<file path="config.mk">
export PLATFORM = sky130hd
export DESIGN_NAME = adder_subtractor_flat
export DESIGN_NICKNAME = d
export VERILOG_FILES = /design/src/rtl/adder_subtractor_if.sv /design/src/rtl/adder_subtractor.sv /design/src/flat_wrapper.sv
export SDC_FILE = /design/constraint.sdc
export NUM_CORES = 1
export LEC_CHECK = 0
export ABC_AREA = 1
export CAP_MARGIN = 30
export CORE_AREA = 2 2 39 41
export DETAILED_ROUTE_END_ITERATION = 6
export DIE_AREA = 0 0 41 43
export SLEW_MARGIN = 40
export SYNTH_ARGS = -nofsm -noshare
export SYNTH_HDL_FRONTEND = slang
export SYNTH_SLANG_ARGS = --single-unit
</file>
<file path="constraint.sdc">
create_clock -name clk -period 2.9 [get_ports clk]
set_input_delay 0.58 -clock clk [delete_from_list [all_inputs] [get_ports clk]]
set_output_delay 0.58 -clock clk [all_outputs]
set_load 0.02 [all_outputs]
</file>
<file path="src/rtl/adder_subtractor_if.sv">
// adder_subtractor_if: operand/mode inputs and registered result/flag outputs of the adder/subtractor.
interface adder_subtractor_if #(parameter int WIDTH = 4);
    logic [WIDTH-1:0] a;
    logic [WIDTH-1:0] b;
    logic             en;
    logic [WIDTH-1:0] sum_or_diff;
    logic             cout_or_bout;
    logic             overflow;
    logic             zero;
    modport master (output a, b, en, input sum_or_diff, cout_or_bout, overflow, zero);
    modport slave  (input a, b, en, output sum_or_diff, cout_or_bout, overflow, zero);
endinterface

</file>
<file path="src/rtl/adder_subtractor.sv">
// adder_subtractor: registered ripple-carry two's-complement add (en=0) / subtract (en=1).
module full_adder (
    input  logic i_a,
    input  logic i_b,
    input  logic i_c,
    output logic o_s,
    output logic o_c
);
    assign o_s = i_a ^ i_b ^ i_c;
    assign o_c = (i_a & i_b) | (i_a & i_c) | (i_b & i_c);
endmodule

module adder_subtractor #(parameter int WIDTH = 4) (
    input logic               clk,
    input logic               rst,
    adder_subtractor_if.slave bus
);
    logic [WIDTH-1:0] w_bx;
    logic [WIDTH-1:0] w_s;
    logic [WIDTH:0]   w_c;
    logic [WIDTH-1:0] r_sum;
    logic             r_cout;
    logic             r_ovf;
    logic             r_zero;
    assign w_bx   = bus.b ^ {WIDTH{bus.en}};
    assign w_c[0] = bus.en;
    for (genvar i = 0; i < WIDTH; i++) begin : g_fa
        full_adder u_fa (.i_a(bus.a[i]), .i_b(w_bx[i]), .i_c(w_c[i]), .o_s(w_s[i]), .o_c(w_c[i+1]));
    end
    // subtracting: final carry of A + ~B + 1 is the inverse of the borrow
    always_ff @(posedge clk) begin
        if (rst) begin
            r_sum  <= '0;
            r_cout <= 1'b0;
            r_ovf  <= 1'b0;
            r_zero <= 1'b0;
        end else begin
            r_sum  <= w_s;
            r_cout <= w_c[WIDTH] ^ bus.en;
            r_ovf  <= w_c[WIDTH] ^ w_c[WIDTH-1];
            r_zero <= ~|w_s;
        end
    end
    assign bus.sum_or_diff  = r_sum;
    assign bus.cout_or_bout = r_cout;
    assign bus.overflow     = r_ovf;
    assign bus.zero         = r_zero;
endmodule

</file>
<file path="src/flat_wrapper.sv">
// flat-port wrapper written by rule: the top's interface ports become plain ports
module adder_subtractor_flat 
#(parameter int WIDTH = 4)
  (clk, rst, bus_a, bus_b, bus_en, bus_sum_or_diff, bus_cout_or_bout, bus_overflow, bus_zero);
  adder_subtractor_if #(.WIDTH(WIDTH)) bus_i ();
  input logic clk;
  input logic rst;
  input wire logic [$bits(bus_i.a)-1:0] bus_a;
  input wire logic [$bits(bus_i.b)-1:0] bus_b;
  input wire logic [$bits(bus_i.en)-1:0] bus_en;
  output wire logic [$bits(bus_i.sum_or_diff)-1:0] bus_sum_or_diff;
  output wire logic [$bits(bus_i.cout_or_bout)-1:0] bus_cout_or_bout;
  output wire logic [$bits(bus_i.overflow)-1:0] bus_overflow;
  output wire logic [$bits(bus_i.zero)-1:0] bus_zero;
  assign bus_i.a = bus_a;
  assign bus_i.b = bus_b;
  assign bus_i.en = bus_en;
  assign bus_sum_or_diff = bus_i.sum_or_diff;
  assign bus_cout_or_bout = bus_i.cout_or_bout;
  assign bus_overflow = bus_i.overflow;
  assign bus_zero = bus_i.zero;
  adder_subtractor #(.WIDTH(WIDTH)) u_core (.clk(clk), .rst(rst), .bus(bus_i));
endmodule
</file>
==> impl_metrics.ini, run 1 <==
[outcome]
status = finished, final reports clean

[power_and_ir_drop]
leakage_uw = 0.000291
finalPower_uw = 302
peakVddDrop_mv = 0.148
power.density_nw_per_um2 = 487

[routing]
via_per_inst = 3.87
num_vias = 337
totalWireLength_um = 612
routedWlPerCell_um = 7.03
drt_iter0_markers = 1
drc = 0
dr.pass1.iters = 4
ant_nets = 0

[setup_path]
crit_slowest_cell = clkdlybuf4s50_1
cp.required_ns = 3.03
cp_data_arrival_time_ns = 2.73
worstSetupStartpointType = input port
crit_top_cell = fa_1
worstPathCellList = clkdlybuf4s50_1 -> inv_1 -> nand2_1 -> o21ai_1 -> fa_1 -> fa_1 -> inv_1 -> fa_1 -> nand4_1 -> a21oi_1
worst_setup_path_end_kind = flop
critical_path_class = in -> reg
worstPathMaxFanout = 3
max_stage_delay_ns = 0.49

[placed_design]
dpl.hpwl_um = 553
portBuffers = 17
dpl_cell_area_um2 = 594
gp_congestion = 0.654
placedCellCount = 83

[synthesis]
seq_area_frac_synth_pct = 35.7
ys.flop_type = dfxtp_1
syn_nets = 62
synth_warnings = 0
ys_types = 14
yosys-top-cells-area = dfxtp_1, fa_1, nand2_1, inv_1, xor2_1
yosysMostFrequentCell = nand2_1
synth-async-reset-ratio_pct = 0
synthTopCellsByCount = nand2_1, dfxtp_1, inv_1
syn_area_per_cell_um2 = 8.18
netlist_instances = 48
synth_top_area_cell = dfxtp_1
synth_edf_count = 0
synth_seq_cells = 7
synth_area_um2 = 393
yosys.area.top_type_share_pct = 35.7

[die]
die_x_um = 41
core_um2 = 1380
rows = 14
io_pins = 18
die_h_um = 43
start_util_pct = 28.4
die_area_um2 = 1760

[cts]
clkTransAtPathRegs_ns = 0.05
clock_sinks = 7
cts_tree = built
cts_htree_levels = 1
ctsResizeCount = 0
clock_path_buffers = 2
postCtsSetupRepairBufs = 0
root_buffer = clkbuf_4
cts_hold_buffers = 0
numCtsBuffers = 3

[grt]
overflow = 0
grtUsageTotal_pct = 8.49
grt_pass1_vias = 288
antenna_found_initial = 0
grt_pass1_wl_um = 986
grt_start_max_net_pins = 7

[sta]
rsz0062_at_grt = no
tightest_slew_ns = 0.221
max_freq_mhz = 386
setup_viol = 0
slew_headroom_pct = 85.2
slew_violations = 0
period_share_pct = 89.4
hold_violations = 0
tns_ns = 0
fin_crit_ns = 2.59

[final_layout]
drive_above_1_share_pct = 15.5
post-route-cell-area_um2 = 621
nets = 86
fillCellCount = 155
layout.cells.non_filler = 87
multiInputGateArea_um2 = 206
layout.area.seq_um2 = 140
antenna_cells = 0
syn2layout_area_growth_pct = 58.0

[job]
maxCapViolCount = 0

[hold_path]
holdPathStages = 2
holdPathEnd = u_core.bus.sum_or_diff[0]
hp-class = in -> reg
holdCritStartpoint = rst
stage by stage:
| stage | hold WS, ns | util [%] | setup slack, ns |
|---|---|---|---|
| floorplan | 0.647 | - | 0.500 |
| global placement | 1.27 | 42.9 | 0.0436 |
| detailed placement | 1.26 | 42.9 | 0.0410 |
| CTS | 1.01 | 44.8 | 0.297 |
| global route | 1.02 | 44.8 | 0.173 |
| finish | 1.01 | 44.8 | 0.308 |
cell usage in the layout, fill, tap and decap left out:
cell / count
clkbuf_1: 1
o21ai_1: 2
fa_1: 3
inv_1: 7
nor2_2: 1
buf_4: 3
nor2_1: 4
clkdlybuf4s50_1: 17
xnor2_1: 1
nand2_1: 12
clkbuf_4: 3
xor2_1: 3
dfxtp_1: 7
nand4_1: 1
inv_6: 1
a21oi_1: 2
nand2_2: 3
registers in the layout (all words and copies together) (netlist names):
register,flops
u_core.bus.overflow,1
u_core.bus.zero,1
u_core.bus.sum_or_diff,4
u_core.bus.cout_or_bout,1
cell families (layout without fill, tap and decap cells):
| group | Yosys count | count (layout) | share of synthesized area [%] |
|---|---|---|---|
| adders and majority gates | 3 | 3 | 15.3 |
| DFF | 7 | 7 | 35.7 |
| xor gates and xnor gates | 4 | 4 | 8.92 |
| and+or+nand+nor | 21 | 21 | 23.2 |
| buffers and inverters | 9 | 32 | 11.8 |
| AOI/OAI and AO/OA | 4 | 4 | 5.10 |
worst max-delay path: cells and delay by family:
family          cells  cell delay [ns]
fa+ha+maj           3             1.18
simple gates        2             0.18
buf+inv             3             0.65
compound gates      2             0.11
how the worst max path moves through the flow:
stage,cells past startpoint,endpoint,slack (ns),from
floorplan,8,u_core.bus.zero,0.50,bus_en
global route,10,u_core.bus.zero,0.17,bus_b[0]
global placement,8,u_core.bus.zero,0.04,bus_en
CTS,10,u_core.bus.zero,0.30,bus_b[0]
detailed placement,10,u_core.bus.zero,0.04,bus_b[0]
finish,10,u_core.bus.zero,0.31,bus_b[0]
per-layer routing:
metal / GRT usage, % / vias to the layer above / routed length (um)
met4: 8.00 / 0 / 17
met1: 9.87 / 130 / 255
li1: - / 188 / -
met3: 1.57 / 2 / 68
met5: 0 / - / 0
met2: 12.2 / 17 / 271
final cells by class:
| type | count | share of cell area, % |
|---|---|---|
| Inverter | 8 | 5.65 |
| Tap cell | 16 | 3.23 |
| Clock buffer | 4 | 4.23 |
| Timing Repair Buffer | 20 | 31.0 |
| Multi-Input combinational cell | 32 | 33.3 |
| Sequential cell | 7 | 22.6 |
power breakdown:
group          internal (uW)  switching, uW
Sequential               109           2.64
Clock                   52.3           32.2
Combinational           54.3           51.8
No activity file was read; power rests on OpenSTA's default activity.
==> inputs of run 2 (changes only) <==
- PLACE_DENSITY: not set -> 0.67
==> impl_metrics.ini, run 2 (synthesis results as in run 1) <==
[cts]
clkTransAtPathRegs_ns = 0.05
root_buffer = clkbuf_4
cts_hold_buffers = 0
clock_path_buffers = 2
cts_tree = built
ctsResizeCount = 0
clock_sinks = 7
numCtsBuffers = 3
cts_htree_levels = 1
postCtsSetupRepairBufs = 0

[sta]
max_freq_mhz = 386
tns_ns = 0
tightest_slew_ns = 0.208
setup_viol = 0
rsz0062_at_grt = no
period_share_pct = 89.4
slew_headroom_pct = 86.1
hold_violations = 0
fin_hold_ws_ns = 0.999
fin_crit_ns = 2.59
slew_violations = 0

[grt]
grt_pass1_vias = 322
overflow = 0
antenna_found_initial = 0
grt_start_max_net_pins = 7
grt_pass1_wl_mm = 1.27
grtUsageTotal_pct = 11.2

[setup_path]
worstPathMaxFanout = 4
max_stage_delay_ns = 0.49
cp.required_ns = 3.04
crit_top_cell = fa_1
worstPathCellList = clkdlybuf4s50_1 -> xor2_1 -> fa_1 -> fa_1 -> inv_1 -> fa_1 -> nand4_1 -> a21oi_1
cp_num_buf_inv = 2
crit_family = adder cells
worstSetupStartpointType = input port
crit_slowest_cell = clkdlybuf4s50_1
critical_path_class = in -> reg
worst_setup_path_end_kind = flop
cp_data_arrival_time_ns = 2.73

[die]
start_util_pct = 28.4
rows = 14
io_pins = 18
die_h_um = 43
core_um2 = 1380
die_area_um2 = 1760
die_x_um = 41

[final_layout]
largest_reg_flops = 4
syn2layout_area_growth_pct = 58.0
final_common_cell = clkdlybuf4s50_1
drive_above_1_share_pct = 15.5
layout.cells.non_filler = 87
nets = 86
antenna_cells = 0
layout_common_cells = clkdlybuf4s50_1, nand2_1, inv_1, dfxtp_1, nor2_1
fillCellCount = 147

[routing]
drc = 0
via_per_inst = 4.02
num_vias = 350
dr.pass1.iters = 4
totalWireLength_um = 690
ant_nets = 0
drt_iter0_markers = 3
routedWlPerCell_um = 7.93

[placed_design]
portBuffers = 17
placedCellCount = 83
dpl.hpwl_um = 596
gp_congestion = 0.694

[power_and_ir_drop]
peakVddDrop_mv = 0.147
power.density_nw_per_um2 = 490
leakage_uw = 0.000291

[outcome]
status = finished, final reports clean

[job]
maxCapViolCount = 0

[hold_path]
hp-class = in -> reg
run 2: where the power goes:
| part | switching, uW | internal (uW) | total (uW) | leakage (uW) |
|---|---|---|---|---|
| clock | 32.9 | 52.3 | 85.2 | 0.0000150 |
| sequential | 2.51 | 109 | 111 | 0.0000582 |
| combinational | 53.2 | 54.5 | 108 | 0.000218 |
run 2: area by class of cell:
class,instances,area (um^2),share of cell area [%]
clock buffers,4,26.3,4.23
inverters,8,35.0,5.65
multi-input cells,32,206,33.3
flip-flops and latches,7,140,22.6
well taps,16,20.0,3.23
repair buffers,20,193,31.0
run 2: through the flow:
stage               utilization (%)  instance area (um^2)  setup slack [ns]  power, uW
global route                   44.8                   621             0.176        331
finish                         44.8                   621             0.308        304
CTS                            44.8                   621             0.298        308
detailed placement             42.9                   594            0.0392        222
floorplan                         -                   393             0.500        172
global placement               42.9                   594            0.0270        220
run 2: final timing paths:
path	startpoint	to	slack (ns)	depth (start not counted)
worst max-delay path	bus_en	u_core.bus.zero	0.31	8
worst min-delay path	rst	u_core.bus.sum_or_diff[2]	1.0	2
run 2: routing by layer:
layer  global-route usage, %  share of wire (%)  vias to the layer above
met1                    12.3                 41                      150
met4                    12.0                1.3                        0
met2                    16.3                 52                       11
met5                       0                  0                        -
li1                        -                  -                      187
met3                    1.57                5.4                        2
